<file path="src/rtl/piso_serializer_8bit.sv">
// piso_serializer_8bit: parallel-in, serial-out transmitter, MSB first.
// Accepts a word on a valid/ready handshake and strobes it out one bit per bit period.
//
// Ports:
//   CLK          rising-edge clock
//   RESET        asynchronous, active-low reset
//   LOAD_VALID   upstream presents a word on LOAD_DATA
//   LOAD_DATA    word to transmit, sampled only on the accept edge
//   LOAD_READY   block can accept a word (IDLE)
//   DATA_OUT     serial bit, MSB first (0 while idle)
//   SHIFT_ENABLE receiver samples DATA_OUT on the edge ending this cycle
//   BUSY         frame in progress
//   DONE         one-cycle pulse after the last bit was strobed
module piso_serializer_8bit #(
    parameter int WIDTH        = 8,
    parameter int CLKS_PER_BIT = 1
) (
    input  logic             CLK,
    input  logic             RESET,
    input  logic             LOAD_VALID,
    input  logic [WIDTH-1:0] LOAD_DATA,
    output logic             LOAD_READY,
    output logic             DATA_OUT,
    output logic             SHIFT_ENABLE,
    output logic             BUSY,
    output logic             DONE
);

    localparam int CNT_W = $clog2(WIDTH);
    localparam int DIV_W = (CLKS_PER_BIT > 1) ? $clog2(CLKS_PER_BIT) : 1;

    localparam logic [CNT_W-1:0] BIT_LAST = CNT_W'(WIDTH - 1);
    localparam logic [DIV_W-1:0] DIV_LAST = DIV_W'(CLKS_PER_BIT - 1);

    typedef enum logic {
        IDLE  = 1'b0,
        SHIFT = 1'b1
    } state_t;

    state_t           state;
    state_t           state_n;
    logic [WIDTH-1:0] shift_reg;
    logic [WIDTH-1:0] shift_n;
    logic [CNT_W-1:0] bit_cnt;
    logic [CNT_W-1:0] bit_n;
    logic [DIV_W-1:0] div_cnt;
    logic [DIV_W-1:0] div_n;
    logic             done_r;
    logic             done_n;

    always_ff @(posedge CLK or negedge RESET) begin
        if (!RESET) begin
            state     <= IDLE;
            shift_reg <= '0;
            bit_cnt   <= '0;
            div_cnt   <= '0;
            done_r    <= 1'b0;
        end else begin
            state     <= state_n;
            shift_reg <= shift_n;
            bit_cnt   <= bit_n;
            div_cnt   <= div_n;
            done_r    <= done_n;
        end
    end

    // Strobe depends only on registers, so the receiver never sees an
    // input-to-output combinational path through this block.
    assign LOAD_READY   = (state == IDLE);
    assign BUSY         = (state == SHIFT);
    assign SHIFT_ENABLE = BUSY && (div_cnt == DIV_LAST);
    assign DATA_OUT     = BUSY && shift_reg[WIDTH-1];
    assign DONE         = done_r;

    always_comb begin
        state_n = state;
        shift_n = shift_reg;
        bit_n   = bit_cnt;
        div_n   = div_cnt;
        done_n  = 1'b0;
        unique case (state)
            IDLE: begin
                if (LOAD_VALID) begin
                    shift_n = LOAD_DATA;
                    bit_n   = '0;
                    div_n   = '0;
                    state_n = SHIFT;
                end
            end
            SHIFT: begin
                if (SHIFT_ENABLE) begin
                    div_n   = '0;
                    shift_n = {shift_reg[WIDTH-2:0], 1'b0};
                    bit_n   = bit_cnt + 1'b1;
                    // Last bit strobed: leave SHIFT and flag completion
                    // for exactly the following cycle.
                    if (bit_cnt == BIT_LAST) begin
                        state_n = IDLE;
                        done_n  = 1'b1;
                    end
                end else begin
                    div_n = div_cnt + 1'b1;
                end
            end
        endcase
    end

endmodule

</file>
<file path="config.mk">
export PLATFORM = sky130hd
export DESIGN_NAME = piso_serializer_8bit
export DESIGN_NICKNAME = d
export VERILOG_FILES = /design/src/rtl/piso_serializer_8bit.sv
export SDC_FILE = /design/constraint.sdc
export NUM_CORES = 1
export LEC_CHECK = 0
export ABC_AREA = 0
export ABC_CLOCK_PERIOD_IN_PS = 1350
export BUFFER_PORTS_ARGS = -buffer_cell sky130_fd_sc_hd__buf_2
export CORE_MARGIN = 2
export CORE_UTILIZATION = 51
export CTS_BUF_LIST = sky130_fd_sc_hd__clkbuf_16
export DETAILED_ROUTE_END_ITERATION = 12
export GPL_ROUTABILITY_DRIVEN = 0
export HOLD_SLACK_MARGIN = 0.05
export MAX_ROUTING_LAYER = met4
export PLACE_DENSITY = 0.78
export SYNTH_ARGS = -nofsm -noshare
export SYNTH_HDL_FRONTEND = slang
export SYNTH_SLANG_ARGS = --single-unit
export TNS_END_PERCENT = 10
</file>
<file path="constraint.sdc">
create_clock -name CLK -period 1.35 [get_ports CLK]
set_input_delay 0 -clock CLK [delete_from_list [all_inputs] [get_ports CLK]]
set_output_delay 0 -clock CLK [all_outputs]
set_load 0.05 [all_outputs]
</file>
; ---- Yosys cells after proc, flatten, opt, wreduce, memory -nomap -nowiden
; Index checks and enable logic that the tools add are counted.
; W data, S select, Z words.
[totals]
elab_cells = 31
out_inout_bits = 5
latch_bits = 0
mem_bits_ro = 0
regBits = 14
ramBits = 0
memories = 0
[op_classes]
n_mul = 0
div_mod_pow = 0
shifts = 0
n_bitwise = 2
n_eq_ne = 3
order_cmp = 0
mux = 16
add_sub_neg = 2
reduce_logical = 3
[ops]
columns = operator, n
row1 = $mux W8, 2
row2 = $pmux W8 S2, 1
row3 = $mux W1, 8
row4 = $mux W3, 2
row5 = $pmux W3 S2, 1
row6 = $ne A2 B2 Y1 const B, 2
row7 = $pmux W1 S2, 2
row8 = $add A3 B1 Y3 const B, 1
row9 = $eq A3 B3 Y1 const B, 1
row10 = $logic_and A1 B1 Y1, 2
row11 = $not A1 Y1, 2
row12 = $reduce_and A2 Y1, 1
row13 = $add A1 B1 Y1 const B, 1

; ---- Longest topological paths before layout
; Gate-level depths: netlist of run 1.
[depth]
ltp_word = 4
mapped_depth = 4

; ---- Worst setup path before layout of run 1
; OpenSTA, ideal clock, no wires.
[synth_timing]
path_type = reg2out
from = register state (netlist: BUSY)
to = output SHIFT_ENABLE
path_stages_with_launch = 3
path_buffers = 0
arrival_ns = 1.726
setup_slack_ns = -0.376
path_cell_list = dfrtp_1 > inv_2 > nor2_1
[synth_via]
elab_chain_cells = 1
[synth_rtl]
columns = item, line
row1 = from (decl), 40  ; state_t state;
row2 = from (signal assigned), 59  ; state <= state_n;
row3 = $logic_and A1 B1 Y1, 71  ; assign SHIFT_ENABLE = BUSY && (div_cnt == DIV_LAST);
row4 = to (decl), 24  ; output logic SHIFT_ENABLE,
; Every way passes these cells.

; ---- Final worst setup path of run 1
; Same ends and word-level chain as after synthesis.

==> out/qor.csv, run 1 <==
stage;metric;value;unit
placement;dp.final_hpwl;920;um
sta;layout_min_cycle_time;1270;ps
cts;clock_insertion_delay_worst_skew;240;ps
flow_run;timing.max_cap.violations;0;
sta;timing.setup.tns;0;ps
synth;synth.distinct_cells;16;
finish;area_growth;25.4;%
cts;numClockSinks;14;
drt;vias_per_cell;5.24;
sta;max_freq;786;MHz
drt;routed_wire_length_per_instance;14.0;um
sta;report.final.setup_viol;0;
synth;synth.yosys.seq_area_share;45.7;%
power_and_ir_drop;power.static_leakage;0.488;nW
critical_path;cpPeakStageDelay;560;ps
synth;post_synth_design_cell_area;767;um^2
sta;finalHoldWorstSlack;52.4;ps
grt;maximum_number_of_pins_on_one_net_before_global_route_repair;17;
worst_hold_path;hold_path_class;primary input to register;
drt;detailedRoute.firstPassIterationCount;3;
sta;finalClockSkew;5.05;ps
die;floorplan.initialDensity;56.8;%
drt;drt_first_iter_violations;2;
finish;final_layout_size_suffix_gt1_share;31.3;%
critical_path;startpoint_type;register;
finish;largest_register_ffs;8;
grt;sum_of_overflow_across_all_layers_after_global_routing;0;
drt;drtAntennaViolNets;0;
sta;setup_ws;77.1;ps
critical_path;type_of_element_capturing_the_critical_path;output port;
grt;global_route_usage_over_all_layers;17.2;%
critical_path;cp_cell_sequence;inv_2 > nor2_4 > buf_2;
grt;first_global_vias;506;
critical_path;crit_type;register to output port;
cts;cts_buffers;3;
finish;post_layout_nonfiller_instances;95;
drt;drcViolationCount;0;
synth;postSynthRegisterBits;14;
die;dieHeight;42.8;um
finish;antennaDiodeCount;0;
placement;port_buffers;15;
cts;tritoncts;done;
worst_hold_path;hold_start;LOAD_DATA[5];
sta;grt_setup_unrepaired;no;
power_and_ir_drop;power_density;2160;nW/um^2
die;area_of_the_die;1830;um^2
drt;wl;1.33;mm
critical_path;worst_r2r_startpoint;bit_cnt[0];
cts;clock_transition_time_at_the_flip_flop_clock_pins_of_the_worst_setup_and_hold_paths;50;ps
cts;ctsHtreeMaxLevel;1;
sta;worst_pin_slew;324;ps
critical_path;timing.critical_path.required;1350;ps
drt;num_vias;498;
cts;cts-root-buf;clkbuf_16;
status;status;completed;
cts;clock_path_buffers;2;
grt;grt_pass1_wl;2.21;mm
power_and_ir_drop;worst_ir_drop_vdd;1140;uV
synth;synthesis.yosys.warnings;0;
critical_path;cp_launch_point;BUSY;
synth;netlist_instances;58;
sta;fin_crit_sh;94.3;%
sta;finalMaxSlewViolations;0;
synth;post_synth.cell_area_avg;13.2;um^2
critical_path;crit_fanout;16;
sta;hold_viol_final;0;
grt;grt_antenna_before_repair;0;
synth;mappedNetlistNets;71;
die;floorplan.rows;13;
die;num_ports;16;
placement;dp_cells;86;
critical_path;worstPathArrival;1270;ps
critical_path;max_stage_delay_cell_worst_path;dfrtp_4;
finish;final_core_util;71.3;%
die;floorplan.core_area;1350;um^2
die;die-width;42.8;um
sta;timing.max_slew.rel_slack;78.4;%
placement;dp_worst_slack;153;ps
finish;num-nets-final;94;
## critical path: cells and delay by family (launching register included)
family        cells  cell delay (ps)
simple gates      1              100
buf+inv           2              370
flops             1              560
## placed cells by master, fill, tap and decap left out, drive strengths merged
master | synthesis | layout
mux2i | 24 | 24
buf | 4 | 17
dfrtp | 14 | 14
dlygate4sd3 | 0 | 5
clkbuf | 0 | 3
nor2 | 3 | 3
o2bb2ai | 2 | 2
ha | 2 | 2
inv | 1 | 2
and2 | 1 | 1
and3b | 1 | 1
nand3 | 1 | 1
o21ai | 1 | 1
nor3b | 1 | 1
nand2b | 1 | 1
xor2 | 1 | 1
o22ai | 1 | 1
## power by group
part	switching, W	internal [W]	total (W)
Sequential	0.000191	0.000588	0.000779
Combinational	0.000440	0.000305	0.000746
Clock	0.000165	0.000391	0.000556
Total	0.000797	0.00128	0.00208
## synthesized netlist by cell type, drive strengths merged
library cell / instances / area (um^2)
and2: 1 / 6.26
and3b: 1 / 8.76
buf: 4 / 53.8
dfrtp: 14 / 350
ha: 2 / 25.0
inv: 1 / 3.75
mux2i: 24 / 240
nand2b: 1 / 6.26
nand3: 1 / 5.00
nor2: 3 / 11.3
nor3b: 1 / 12.5
o21ai: 1 / 5.00
o22ai: 1 / 12.5
o2bb2ai: 2 / 17.5
xor2: 1 / 8.76
## metrics by stage
stage / instance area (um^2) / total power, W
detailed placement: 831 / 0.00152
finish: 962 / 0.00208
global route: 962 / 0.00219
CTS: 960 / 0.00209
global placement: 831 / 0.00148
floorplan: 776 / 0.00136
## layer usage
| metal | share of wire (%) | vias to the layer above | track usage [%] | wire, um |
|---|---|---|---|---|
| met4 | 0.68 | 0 | 9.38 | 9 |
| li1 | - | 251 | - | - |
| met2 | 50 | 7 | 27.9 | 665 |
| met1 | 47 | 238 | 19.5 | 620 |
| met3 | 2.4 | 2 | 3.83 | 32 |
| met5 | 0 | - | - | 0 |
## cells by family after synthesis
| kind of cell | count (synthesis) | share of synthesized area (%) |
|---|---|---|
| muxes | 24 | 31.3 |
| DFF | 14 | 45.7 |
| and+or+nand+nor | 8 | 6.53 |
| buffers and inverters | 5 | 7.50 |
| AOI/OAI and AO/OA | 4 | 4.57 |
| adders and majority gates | 2 | 3.26 |
| xor gates and xnor gates | 1 | 1.14 |
## timing repair
item	4_1_cts	5_1_grt
setup endpoints to repair	0	1
resized for setup	0	1
endpoints found under the hold margin	18	0
buffers inserted	0	0
hold buffers	5	0
## path summary, 6_finish.rpt
check	to	slack, ps	cells past startpoint
min in group asynchronous	shift_reg[7]	190	2
max in group asynchronous	BUSY	890	2
max	SHIFT_ENABLE	80	3
min	shift_reg[5]	50	3
min reg2reg	bit_cnt[2]	520	1
max reg2reg	bit_cnt[2]	160	4
## final cells by class
cell class,count,area (um^2)
clock inverters,1,3.75
flip-flops and latches,14,354
multi-input cells,39,367
inverters,1,3.75
fillers,96,388
well taps,15,18.8
repair buffers,22,140
clock buffers,3,75.1
Power figures use the tool's default switching activity.
==> inputs of run 2 (changes only) <==
--- a/config.mk
+++ b/config.mk
@@ -8,14 +8,16 @@
 export ABC_AREA = 0
 export ABC_CLOCK_PERIOD_IN_PS = 1350
 export BUFFER_PORTS_ARGS = -buffer_cell sky130_fd_sc_hd__buf_2
-export CORE_MARGIN = 2
-export CORE_UTILIZATION = 51
-export CTS_BUF_LIST = sky130_fd_sc_hd__clkbuf_16
+export CELL_PAD_IN_SITES_DETAIL_PLACEMENT = 1
+export CELL_PAD_IN_SITES_GLOBAL_PLACEMENT = 1
+export CORE_MARGIN = 3
+export CORE_UTILIZATION = 44
+export CTS_BUF_LIST = sky130_fd_sc_hd__clkbuf_8
 export DETAILED_ROUTE_END_ITERATION = 12
 export GPL_ROUTABILITY_DRIVEN = 0
 export HOLD_SLACK_MARGIN = 0.05
 export MAX_ROUTING_LAYER = met4
-export PLACE_DENSITY = 0.78
+export PLACE_DENSITY = 0.83
 export SYNTH_ARGS = -nofsm -noshare
 export SYNTH_HDL_FRONTEND = slang
 export SYNTH_SLANG_ARGS = --single-unit
==> run 2 against run 1 <==
  * Cell area down 4.7%
  * First-iteration DRC count unchanged
  * Clock-buffer cell count unchanged
  * Flip-flop and latch count unchanged
  * Sequential share of layout area up 1.8 points
==> out/qor.csv, run 2 (synthesis results as in run 1) <==
stage;metric;value;unit;change
power_and_ir_drop;power.static_leakage;0.470;nW;-3.7%
power_and_ir_drop;worst_ir_drop_vdd;933;uV;-18%
sta;fin_crit_sh;94.3;%;about the same
placement;dp_cells;88;;+2.3%
critical_path;max_stage_delay_cell_worst_path;dfrtp_4;;
cts;clock_path_buffers;2;;unchanged
grt;first_global_vias;556;;+9.9%
die;die-width;47.8;um;+12%
grt;grt_pass1_wl;2.55;mm;+15%
grt;global_route_usage_over_all_layers;17.2;%;-0.028 points
placement;port_buffers;15;;unchanged
critical_path;worstPathArrival;1270;ps;about the same
critical_path;cp_cell_sequence;inv_2 > nor2_4 > buf_2;;
finish;num-nets-final;93;;-1.1%
critical_path;timing.critical_path.required;1350;ps;about the same
critical_path;worstPathBufferInverterCount;2;;unchanged
cts;ctsHtreeMaxLevel;1;;unchanged
grt;grt_use_met1;19.9;%;+0.35 points
drt;drt_first_iter_violations;2;;unchanged
finish;antennaDiodeCount;0;;unchanged
cts;numClockSinks;14;;unchanged
flow_run;timing.max_cap.violations;0;;unchanged
finish;post_layout_nonfiller_instances;95;;unchanged
die;floorplan.initialDensity;48.7;%;-8.2 points
finish;layout.cells.most_common;mux2i_1;;
finish;design_area;917;um^2;-4.7%
critical_path;startpoint_type;register;;
die;dieHeight;47.8;um;+12%
placement;placed_cell_area;840;um^2;+1.1%
sta;finalClockSkew;4.05;ps;-1.00 ps
grt;grt_util_met2;28.2;%;+0.35 points
sta;timing.max_slew.rel_slack;78.7;%;+0.34 points
placement;dp.final_hpwl;1.08;mm;+18%
worst_hold_path;hold_path_class;primary input to register;;
sta;timing.setup.tns;0;ps;unchanged
critical_path;type_of_element_capturing_the_critical_path;output port;;
finish;largest_register_ffs;8;;unchanged
grt;gr-usage-met3;3.38;%;-0.45 points
cts;tritoncts;done;;
sta;layout_min_cycle_time;1270;ps;+0.387 ps
finish;area_growth;19.6;%;
grt;globalRoute.busiestLayer;met2;;
die;floorplan.rows;14;;+1
critical_path;crit_fanout;16;;unchanged
die;floorplan.core_area;1580;um^2;+17%
cts;cts-root-buf;clkbuf_8;;
sta;worst_pin_slew;319;ps;-5.15 ps
grt;grt_antenna_before_repair;0;;unchanged
sta;max_freq;785;MHz;about the same
sta;report.final.setup_viol;0;;unchanged
critical_path;cpPeakStageDelay;560;ps;about the same
grt;maximum_number_of_pins_on_one_net_before_global_route_repair;17;;unchanged
drt;detailedRoute.firstPassIterationCount;2;;-1
critical_path;worst_path_dominant_cell_family;flip-flops;;
finish;mostFrequentLayoutCells;mux2i_1 (24), buf_2 (15), dfrtp_1 (13);;
drt;wl;1.51;mm;+13%
drt;routed_wire_length_per_instance;15.9;um;+13%
cts;clock_transition_time_at_the_flip_flop_clock_pins_of_the_worst_setup_and_hold_paths;60;ps;about the same
sta;finalMaxSlewViolations;0;;unchanged
drt;drcViolationCount;0;;unchanged
finish;final_layout_size_suffix_gt1_share;32.9;%;+1.7 points
drt;drtAntennaViolNets;0;;unchanged
cts;clock_insertion_delay_worst_skew;240;ps;about the same
critical_path;crit_type;register to output port;;
cts;cts_buffers;3;;unchanged
grt;sum_of_overflow_across_all_layers_after_global_routing;0;;unchanged
drt;num_vias;518;;+4.0%
die;area_of_the_die;2280;um^2;+25%
sta;grt_setup_unrepaired;no;;
power_and_ir_drop;power_density;2050;nW/um^2;-5.3%
status;status;completed;;
sta;hold_viol_final;0;;unchanged
drt;vias_per_cell;5.45;;+4.0%
die;num_ports;16;;unchanged
==> run 2: cell count changes in the layout (fill, tap and decap cells not counted) <==
cell           previous run  this run
dlygate4sd3_1             5         3
buf_4                     2         3
clkbuf_8                  0         3
clkbuf_16                 3         0
==> run 2: layer usage <==
layer,vias to the layer above,wire [um]
met5,-,0
met3,2,40
met4,0,12
met2,7,794
met1,259,659
li1,250,-
==> run 2: timing repair <==
action,4_1_cts,5_1_grt
endpoints found under the setup margin,1,0
hold buffers,3,0
resized for setup,1,0
buffers inserted,0,0
endpoints found under the hold margin,16,0
==> run 2: layout make-up <==
class	instances	area [um^2]
repair buffers	21	128
flip-flops and latches	14	354
fillers	171	659
clock inverters	1	3.75
well taps	16	20.0
multi-input cells	39	367
clock buffers	3	41.3
inverters	1	3.75
==> run 2: worst reg2reg max path, cell delays in order (launching register included) <==
cell and delay, ps:
dfrtp_1 400, ha_1 220, ha_1 270, mux2i_1 140
o2bb2ai_1 90
==> run 2: through the flow <==
| step | total power [W] | setup slack [ps] | hold slack (ps) | utilization, % |
|---|---|---|---|---|
| detailed placement | 0.00154 | 107 | -82.8 | 53.3 |
| floorplan | 0.00136 | 162 | -296 | - |
| finish | 0.00188 | 76.7 | 52.1 | 58.2 |
| global placement | 0.00149 | 186 | -86.9 | 53.3 |
| global route | 0.00203 | 12.3 | 76.2 | 58.2 |
| CTS | 0.00190 | 63.1 | 50.7 | 58.2 |
==> run 2: final timing paths <==
check / end / from / cells past startpoint / slack, ps
setup / recovery: SHIFT_ENABLE / BUSY / 3 / 80
hold / removal: shift_reg[6] / LOAD_DATA[6] / 3 / 50
setup reg to reg: bit_cnt[2] / bit_cnt[0] / 4 / 110
hold reg to reg: bit_cnt[1] / bit_cnt[1] / 1 / 530
max in group asynchronous: BUSY / RESET / 2 / 890
min in group asynchronous: shift_reg[0] / RESET / 2 / 200
==> run 2: report_power, final <==
group / total, W / switching [W] / internal [W]
sequential: 0.000780 / 0.000193 / 0.000587
combinational: 0.000757 / 0.000454 / 0.000303
clock: 0.000340 / 0.000140 / 0.000201
total: 0.00188 / 0.000787 / 0.00109
==> inputs of run 3 (changes only) <==
--- a/config.mk
+++ b/config.mk
@@ -11,13 +11,11 @@
 export CELL_PAD_IN_SITES_DETAIL_PLACEMENT = 1
 export CELL_PAD_IN_SITES_GLOBAL_PLACEMENT = 1
 export CORE_MARGIN = 3
-export CORE_UTILIZATION = 44
-export CTS_BUF_LIST = sky130_fd_sc_hd__clkbuf_8
+export CORE_UTILIZATION = 41
 export DETAILED_ROUTE_END_ITERATION = 12
 export GPL_ROUTABILITY_DRIVEN = 0
 export HOLD_SLACK_MARGIN = 0.05
-export MAX_ROUTING_LAYER = met4
-export PLACE_DENSITY = 0.83
+export PLACE_DENSITY_LB_ADDON = 0.1
 export SYNTH_ARGS = -nofsm -noshare
 export SYNTH_HDL_FRONTEND = slang
 export SYNTH_SLANG_ARGS = --single-unit
==> run 3 against run 2 <==
  * Clock-buffer cell count up 1
  * Sequential power is 7.8% lower
  * Critical path type unchanged
  * Die area up 6.4%
  * Combinational power increased by 8.2%
  * Largest cell class unchanged
  * Fmax increased by 2.5%
  * Clock power shrank 10%
==> out/qor.csv, run 3 (synthesis results as in run 1) <==
stage;metric;value;unit;change
critical_path;cp.depth;2;;-1
cts;cts_buffers;3;;unchanged
sta;finalClockSkew;4.79;ps;+0.737 ps
die;area_of_the_die;2430;um^2;+6.4%
sta;report.final.setup_viol;0;;unchanged
grt;sum_of_overflow_across_all_layers_after_global_routing;0;;unchanged
power_and_ir_drop;power_density;1890;nW/um^2;-7.8%
finish;num-nets-final;99;;+6.5%
power_and_ir_drop;power_report.internal_total;0.00107;W;-1.7%
drt;drtAntennaViolNets;0;;unchanged
drt;vias_per_cell;4.83;;-11%
critical_path;cp_cell_sequence;buf_4 > buf_2;;
sta;layout_min_cycle_time;1240;ps;-31.2 ps
die;floorplan.core_area;1750;um^2;+11%
worst_hold_path;hold_path_class;primary input to register;;
critical_path;worst_path_dominant_cell_family;buffers and inverters;;
sta;grt_setup_unrepaired;no;;
cts;ctsHtreeMaxLevel;1;;unchanged
die;dieHeight;49.3;um;+3.1%
finish;largest_register_ffs;8;;unchanged
cts;clock_path_buffers;2;;unchanged
critical_path;timing.critical_path.required;1350;ps;about the same
critical_path;max_stage_delay_cell_worst_path;dfrtp_2;;
cts;clock_transition_time_at_the_flip_flop_clock_pins_of_the_worst_setup_and_hold_paths;90;ps;+30 ps
cts;clock_insertion_delay_worst_skew;280;ps;+40 ps
drt;routed_wire_length_per_instance;12.7;um;-20%
power_and_ir_drop;share_comb_of_total_power;44.4;%;+4.1 points
drt;num_vias;531;;+2.5%
cts;numClockSinks;14;;unchanged
finish;antennaDiodeCount;0;;unchanged
finish;layout.cells.most_common;mux2i_1;;
placement;port_buffers;15;;unchanged
sta;max_freq;805;MHz;+2.5%
critical_path;crit_type;register to output port;;
worst_hold_path;worstHoldPathCells;2;;-1
cts;post_cts_buffers;0;;unchanged
power_and_ir_drop;p_seq_share;39.0;%;-2.5 points
power_and_ir_drop;worst_ir_drop_vdd;852;uV;-8.7%
critical_path;cpPeakStageDelay;460;ps;-100 ps
die;die-width;49.3;um;+3.1%
grt;grt_antenna_before_repair;0;;unchanged
placement;dp.final_hpwl;1.00;mm;-7.2%
sta;timing.max_slew.rel_slack;78.7;%;about the same
critical_path;reg2regPathDepth;4;;unchanged
die;floorplan.rows;15;;+1
die;num_ports;16;;unchanged
power_and_ir_drop;report.power.total;0.00184;W;-1.8%
drt;drt_first_iter_violations;0;;-2
finish;area_growth;27.4;%;
drt;wl;1.40;mm;-7.3%
power_and_ir_drop;p_clk_share;16.6;%;-1.5 points
sta;hold_viol_final;0;;unchanged
sta;finalMaxSlewViolations;0;;unchanged
finish;final_layout_size_suffix_gt1_share;31.8;%;-1.1 points
grt;global_route_usage_over_all_layers;14.0;%;-3.2 points
power_and_ir_drop;net-switching-power;0.000771;W;-2.0%
power_and_ir_drop;power.static_leakage;0.488;nW;+3.7%
cts;tritoncts;done;;
critical_path;worstPathBufferInverterCount;2;;unchanged
cts;post_cts_resized;0;;-1
critical_path;crit_fanout;9;;-7
critical_path;worstPathArrival;1240;ps;-30 ps
drt;drcViolationCount;0;;unchanged
grt;grt_pass1_wl;2.64;mm;+3.8%
grt;first_global_vias;612;;+10%
sta;worst_pin_slew;319;ps;-0.154 ps
grt;maximum_number_of_pins_on_one_net_before_global_route_repair;15;;-2
cts;cts-root-buf;clkbuf_4;;
drt;detailedRoute.firstPassIterationCount;1;;-1
sta;timing.setup.tns;0;ps;unchanged
flow_run;timing.max_cap.violations;0;;unchanged
power_and_ir_drop;sw_frac_of_total;41.8;%;-0.088 points
critical_path;startpoint_type;register;;
finish;mostFrequentLayoutCells;mux2i_1 (24), buf_2 (15), dfrtp_1 (13);;
status;status;completed;;
critical_path;type_of_element_capturing_the_critical_path;output port;;
die;floorplan.initialDensity;43.9;%;-4.7 points
sta;fin_crit_sh;92.0;%;-2.3 points
-- run 3: path summary, 6_finish.rpt --
path / from / endpoint / slack (ps)
worst max-delay path: BUSY / BUSY / 110
worst min-delay path: LOAD_VALID / div_cnt / 120
worst max register to register: bit_cnt[0] / bit_cnt[2] / 160
worst min register to register: bit_cnt[2] / bit_cnt[2] / 530
max in group asynchronous: RESET / BUSY / 950
min in group asynchronous: RESET / bit_cnt[2] / 140
-- run 3: power groups by stage --
stage,Sequential [W],Combinational [W],Clock [W]
global placement,0.000724,0.000795,0
finish,0.000719,0.000819,0.000305
floorplan,0.000768,0.000593,0
CTS,0.000723,0.000837,0.000316
global route,0.000749,0.000899,0.000341
detailed placement,0.000732,0.000815,0
-- run 3: stage by stage --
| step | std cells | hold slack [ps] | utilization [%] | area, um^2 | setup WS [ps] |
|---|---|---|---|---|---|
| after floorplan | 58 | -296 | - | 776 | 162 |
| after global placement | 97 | -79.6 | 48.7 | 851 | 184 |
| after detailed placement | 97 | -84.0 | 48.7 | 851 | 154 |
| after CTS | 110 | 126 | 56.0 | 977 | 89.2 |
| after global routing | 110 | 121 | 56.0 | 977 | 28.2 |
| final | 110 | 121 | 56.0 | 977 | 108 |
-- run 3: layout make-up --
| cell class | instances | area [um^2] |
|---|---|---|
| Sequential cell | 14 | 352 |
| Multi-Input combinational cell | 39 | 367 |
| Timing Repair Buffer | 27 | 188 |
| Fill cell | 198 | 768 |
| Clock buffer | 4 | 36.3 |
| Tap cell | 25 | 31.3 |
| Inverter | 1 | 3.75 |
-- run 3: metal layers --
| layer | up-vias | track usage [%] | share of wire, % | wire length [um] |
|---|---|---|---|---|
| met5 | - | 0 | 0 | 0 |
| met4 | 0 | 4.27 | 0 | 0 |
| met3 | 0 | 5.50 | 2.8 | 39 |
| met2 | 8 | 23.7 | 51 | 707 |
| met1 | 263 | 16.0 | 46 | 649 |
| li1 | 260 | - | - | - |
-- run 3: worst reg2reg max path, cell delays in order (launching register included) --
cell and delay [ps]:
dfrtp_1 410, ha_1 210, ha_1 260, mux2i_1 120
o2bb2ai_1 80
-- run 3: repair_timing --
item / in CTS / in global routing
endpoints found under the setup margin: 0 / 0
endpoints found under the hold margin: 22 / 0
hold buffers: 9 / 0
